$ cat config.mk
export PLATFORM = sky130hd
export DESIGN_NAME = kypd_emulator
export DESIGN_NICKNAME = d
export VERILOG_FILES = /design/src/rtl/kypd_pkg.sv /design/src/rtl/kypd_emulator.sv
export SDC_FILE = /design/constraint.sdc
export NUM_CORES = 1
export LEC_CHECK = 0
export CELL_PAD_IN_SITES_DETAIL_PLACEMENT = 1
export CELL_PAD_IN_SITES_GLOBAL_PLACEMENT = 1
export CORE_MARGIN = 2
export CORE_UTILIZATION = 44
export DETAILED_ROUTE_END_ITERATION = 8
export GPL_ROUTABILITY_DRIVEN = 0
export MAX_ROUTING_LAYER = met4
export PLACE_DENSITY = 0.82
export SETUP_SLACK_MARGIN = 0.1
export SYNTH_ARGS = -nofsm -noshare
export SYNTH_HDL_FRONTEND = slang
export SYNTH_SLANG_ARGS = --single-unit
$ cat constraint.sdc
create_clock -name clk -period 2.88 [get_ports clk]
set_input_delay 0.576 -clock clk [delete_from_list [all_inputs] [get_ports clk]]
set_output_delay 0.576 -clock clk [all_outputs]
set_load 0.03 [all_outputs]
$ cat src/rtl/kypd_pkg.sv
// Shared definitions for the PmodKYPD key-side emulator: FSM states and the
// hex-code to row/column map, kept here so the scanner side can reuse it.
package kypd_pkg;

  typedef enum logic [2:0] {
    IDLE       = 3'd0,
    BOUNCE_IN  = 3'd1,
    HOLD       = 3'd2,
    BOUNCE_OUT = 3'd3,
    GAP        = 3'd4
  } kypd_state_t;

  typedef struct packed {
    logic [1:0] row;
    logic [1:0] col;
  } key_pos_t;

  // Row 0 is the top, column 0 the leftmost.
  function automatic key_pos_t key_to_pos(input logic [3:0] code);
    key_pos_t pos;
    case (code)
      4'h1: pos = '{row: 2'd0, col: 2'd0};
      4'h2: pos = '{row: 2'd0, col: 2'd1};
      4'h3: pos = '{row: 2'd0, col: 2'd2};
      4'hA: pos = '{row: 2'd0, col: 2'd3};
      4'h4: pos = '{row: 2'd1, col: 2'd0};
      4'h5: pos = '{row: 2'd1, col: 2'd1};
      4'h6: pos = '{row: 2'd1, col: 2'd2};
      4'hB: pos = '{row: 2'd1, col: 2'd3};
      4'h7: pos = '{row: 2'd2, col: 2'd0};
      4'h8: pos = '{row: 2'd2, col: 2'd1};
      4'h9: pos = '{row: 2'd2, col: 2'd2};
      4'hC: pos = '{row: 2'd2, col: 2'd3};
      4'h0: pos = '{row: 2'd3, col: 2'd0};
      4'hF: pos = '{row: 2'd3, col: 2'd1};
      4'hE: pos = '{row: 2'd3, col: 2'd2};
      default: pos = '{row: 2'd3, col: 2'd3};
    endcase
    return pos;
  endfunction

endpackage

$ cat src/rtl/kypd_emulator.sv
// Key side of the 4x4 row/column scan: presses one latched key with modelled
// contact bounce, hold and inter-key gap, answering the scanner's column drive.
module kypd_emulator #(
  parameter int BOUNCE_PERIOD  = 1000,
  parameter int BOUNCE_TOGGLES = 6,
  parameter int HOLD_CYCLES    = 5_000_000,
  parameter int GAP_CYCLES     = 2_500_000
) (
  input  logic       clk,
  input  logic       rst,
  input  logic [3:0] key_code,
  input  logic       key_valid,
  output logic       key_ready,
  input  logic [3:0] col_n,
  output logic [3:0] row_n,
  output logic       pressed,
  output logic       busy,
  output logic       done
);
  import kypd_pkg::*;

  localparam int MAX_AB  = (BOUNCE_PERIOD > HOLD_CYCLES) ? BOUNCE_PERIOD : HOLD_CYCLES;
  localparam int MAX_LEN = (MAX_AB > GAP_CYCLES) ? MAX_AB : GAP_CYCLES;
  localparam int CW      = $clog2(MAX_LEN + 1);
  localparam int TW      = (BOUNCE_TOGGLES > 0) ? $clog2(BOUNCE_TOGGLES + 1) : 1;

  localparam logic [CW-1:0] PERIOD_LOAD = CW'(BOUNCE_PERIOD - 1);
  localparam logic [CW-1:0] HOLD_LOAD   = CW'(HOLD_CYCLES - 1);
  localparam logic [CW-1:0] GAP_LOAD    = CW'(GAP_CYCLES - 1);
  localparam logic [TW-1:0] TOG_LAST    = TW'((BOUNCE_TOGGLES > 0) ? BOUNCE_TOGGLES - 1 : 0);
  localparam bit            NO_BOUNCE   = (BOUNCE_TOGGLES == 0);

  if (BOUNCE_TOGGLES % 2 != 0 || BOUNCE_TOGGLES < 0) begin : g_bad_toggles
    $error("kypd_emulator: BOUNCE_TOGGLES must be even and non-negative");
  end
  if (BOUNCE_PERIOD < 1 || HOLD_CYCLES < 1 || GAP_CYCLES < 1) begin : g_bad_lengths
    $error("kypd_emulator: BOUNCE_PERIOD, HOLD_CYCLES and GAP_CYCLES must be >= 1");
  end

  kypd_state_t   state_reg, state_next;
  logic [CW-1:0] cnt_reg, cnt_next;
  logic [TW-1:0] tog_reg, tog_next;
  logic [3:0]    key_reg, key_next;
  key_pos_t      pos;

  always_ff @(posedge clk) begin
    if (rst) begin
      state_reg <= IDLE;
      cnt_reg   <= '0;
      tog_reg   <= '0;
      key_reg   <= '0;
    end else begin
      state_reg <= state_next;
      cnt_reg   <= cnt_next;
      tog_reg   <= tog_next;
      key_reg   <= key_next;
    end
  end

  // Each phase loads the down-counter with its length minus one; the zero
  // count either reloads the next bounce segment or moves to the next phase.
  always_comb begin
    state_next = state_reg;
    cnt_next   = cnt_reg;
    tog_next   = tog_reg;
    key_next   = key_reg;
    case (state_reg)
      IDLE: begin
        if (key_valid) begin
          key_next = key_code;
          tog_next = '0;
          if (NO_BOUNCE) begin
            state_next = HOLD;
            cnt_next   = HOLD_LOAD;
          end else begin
            state_next = BOUNCE_IN;
            cnt_next   = PERIOD_LOAD;
          end
        end
      end
      BOUNCE_IN, BOUNCE_OUT: begin
        if (cnt_reg != '0) begin
          cnt_next = cnt_reg - CW'(1);
        end else if (tog_reg != TOG_LAST) begin
          tog_next = tog_reg + TW'(1);
          cnt_next = PERIOD_LOAD;
        end else begin
          tog_next = '0;
          if (state_reg == BOUNCE_IN) begin
            state_next = HOLD;
            cnt_next   = HOLD_LOAD;
          end else begin
            state_next = GAP;
            cnt_next   = GAP_LOAD;
          end
        end
      end
      HOLD: begin
        if (cnt_reg != '0) begin
          cnt_next = cnt_reg - CW'(1);
        end else if (NO_BOUNCE) begin
          state_next = GAP;
          cnt_next   = GAP_LOAD;
        end else begin
          state_next = BOUNCE_OUT;
          cnt_next   = PERIOD_LOAD;
          tog_next   = '0;
        end
      end
      GAP: begin
        if (cnt_reg != '0) begin
          cnt_next = cnt_reg - CW'(1);
        end else begin
          state_next = IDLE;
        end
      end
      default: state_next = IDLE;
    endcase
  end

  always_comb begin
    pressed   = 1'b0;
    busy      = (state_reg != IDLE);
    key_ready = (state_reg == IDLE) && !rst;
    done      = (state_reg == GAP) && (cnt_reg == '0) && !rst;
    case (state_reg)
      BOUNCE_IN:  pressed = ~tog_reg[0];
      HOLD:       pressed = 1'b1;
      BOUNCE_OUT: pressed = tog_reg[0];
      default:    pressed = 1'b0;
    endcase
  end

  assign pos = key_to_pos(key_reg);

  // Only the latched key's row follows its column; all other rows stay open.
  for (genvar gi = 0; gi < 4; gi++) begin : g_row
    assign row_n[gi] = (pressed && (pos.row == 2'(gi))) ? col_n[pos.col] : 1'b1;
  end

endmodule

==> impl_metrics.toml, run 1 <==
[timing]
layout_setup_ws_ns = 0.144
slew_violations = 0
rsz0062_at_grt = "no"
finalHoldViolCount = 0
setup_violations = 0
finClkSkew_ns = 0.0192
tightestPinTransition_ns = 0.666
maxSlewHeadroom_pct = 55.2
max_freq_ghz = 0.366
timing.final.crit_period_ns = 2.74
period_share_pct = 95.0

[logic_synthesis]
synth.top_cell.area_share_pct = 29.5
synth_area_leaders = "dfxtp_1 (29%), nor2_1 (5.4%), a21oi_1 (4.6%)"
ys_async_sr_fraction_pct = 0
yosysWarnings = 0
synth_ff_type = "dfxtp_1"
synth_enable_flop_cells = 0
synth_cell_types = 68
netlist_instances = 323
synth_seq_area_share_pct = 29.5
synthesis.nets = 336
synth-seq-cells = 37
synth_area_leader_cell = "dfxtp_1"
netlist_area_um2 = 2510
avgSynthCellArea_um2 = 7.79

[clocking]
cts-root-buf = "clkbuf_8"
cts_tree = "done"
clkSinkCount = 37
cts.clk_slew.worst_paths_ns = 0.06
cts_max_level = 2
numCtsBuffers = 5
clkLatencyLatePin_ns = 0.30
cts_setup_buffers = 0
clk_path_buf_depth = 2

[place]
hpwlAfterDp_mm = 5.93
dp_cells = 410
placed_area_um2 = 2820
pre_cts_ws_ns = -0.217
port_buffers = 18

[floorplanning]
core-area_um2 = 5510
die_h_um = 79.6
placementRows = 27
die_area_um2 = 6340
io_pins = 19
start_util_pct = 45.7
die_x_um = 79.6

[setup_path]
regToRegEndpoint = "cnt_reg[18]"
r2r.worst_path.cells = 6
worst_ep_required_time_ns = 2.30
r2r-start = "cnt_reg[19]"
crit_path_max_fanout = 2
worstPathArrival_ns = 2.16
worstSetupPathType = "input port to output pin"
setup.worst_path.start_class = "input port"
cp-end-kind = "output pin"
reg2reg_slack_ns = 0.31

[cells_and_area]
syn_to_final_growth_pct = 15.7
stdcell_area_um2 = 2910
final_nets = 358
num_antenna_cells = 0
final_util_pct = 52.9
largest_reg_flops = 23
drive_gt1_share_pct = 15.9
finalNonFillerCells = 418

[global_route]
grt_use_met1_pct = 32.6
overflow = 0
grt_pass1_vias = 2633
grt_usage_pct = 27.0
use_met2_pct = 45.7
grt_use_met3_pct = 3.85
grt_pass1_wl_mm = 13.0
top_usage_layer = "met2"
grt_max_degree = 42
antenna_found_initial = 0

[detailed_routing]
num_vias = 2577
drc = 0
viasPerCell = 6.17
wire_per_inst_um = 19.1
ant_nets = 0
wl_mm = 7.98
dr.pass1.iters = 4
first_iter_violations = 171

[hold_path]
holdPathEnd = "tog_reg[2]"
holdPathStages = 2
min_from = "tog_reg[2]"
hold_path_class = "flip-flop to flip-flop"

[outcome]
status = "completed"

[power_and_ir_drop]
p_leak_nw = 1.04
powerDensity_nw_per_um2 = 450
vdd_drop_max_mv = 0.243

[job]
drv_cap = 0
logic make-up after synthesis:
| kind of cell | Yosys count | share of synthesized area [%] |
|---|---|---|
| AND/OR/NAND/NOR | 146 | 32.7 |
| AO/OA/AOI/OAI | 98 | 27.3 |
| flip-flops | 37 | 29.5 |
| buffers and inverters | 29 | 4.97 |
| XOR/XNOR | 7 | 2.44 |
| multiplexers | 4 | 2.09 |
| adder cells (fa/ha/maj) | 2 | 0.995 |
cell usage in the layout (no fill, tap or decap), drive strengths merged, types with 10 or more instances in the layout:
| master | instances |
|---|---|
| nor2 | 38 |
| dfxtp | 37 |
| nand2 | 25 |
| a21oi | 24 |
| o21ai | 24 |
| nor3 | 18 |
| buf | 17 |
| clkdlybuf4s50 | 12 |
| inv | 11 |
| a31oi | 10 |
| nor4 | 10 |
per-stage QoR:
step / total power, W / hold slack (ns) / setup TNS, ns
5_1_grt: 0.00139 / 0.532 / 0
3_5_place_dp: 0.000945 / 0.496 / -0.523
2_1_floorplan: 0.000835 / 0.465 / 0
4_1_cts: 0.00131 / 0.510 / 0
6_report: 0.00131 / 0.509 / 0
3_3_place_gp: 0.000933 / 0.484 / -0.173
worst max-delay path, stage by stage:
cell and delay, ns:
clkdlybuf4s50_1 0.40, mux4_2 0.50, nor4_2 0.20, nand2_1 0.11, dlygate4sd2_1 0.37
repair_timing:
action	in CTS	in global routing
hold buffers	0	0
resized for setup	4	5
endpoints found under the hold margin	0	0
endpoints found under the setup margin	4	5
synth_stat cells, drive strengths merged, types with 3 or more instances:
cell and number:
clkbuf 12, a21o 3, nand3b 8, o31ai 5
dfxtp 37, nor4 10, nor2b 4, a21oi 24
nor3 18, or2 3, o311ai 3, o21ai 24
nand4 5, o21a 5, nand3 7, nand2b 4
buf 6, xnor2 5, or3 4, mux2i 3
a31oi 10, a221oi 3, or4 3, a211oi 6
nand2 25, and3 5, inv 11, nor2 38
worst max-delay path by stage:
stage	start	endpoint	slack [ns]
floorplan	cnt_reg[18]	done	0.34
global placement	col_n[3]	row_n[0]	-0.07
detailed placement	col_n[3]	row_n[0]	-0.22
CTS	col_n[3]	row_n[0]	0.03
global route	col_n[3]	row_n[1]	0.06
finish	col_n[3]	row_n[1]	0.14
report_power, final:
part	switching, W	internal [W]
clock	0.000199	0.000168
sequential	0.0000317	0.000542
combinational	0.000226	0.000142
total	0.000456	0.000852
per-layer routing:
metal / part of all wire, % / wire, µm / vias to the layer above
li1: - / - / 1252
met2: 50 / 3960 / 48
met4: 2.4 / 191 / 0
met5: 0 / 0 / -
met3: 2.7 / 218 / 20
met1: 45 / 3610 / 1257
cell type report:
class / instances / area [µm²]
fill: 695 / 2600
multi-input combinational: 257 / 1660
sequential: 37 / 741
timing repair buffer: 33 / 292
tap: 72 / 90.1
clock buffer: 6 / 72.6
inverter: 11 / 41.3
clock inverter: 2 / 10.0
No activity file was read; power rests on OpenSTA's default activity.
==> run 2: changes to the inputs <==
Settings changed: CTS_CLUSTER_SIZE set to 20.
==> results of run 2 <==
Final layout, timing and power as in run 1 (identical DEF).
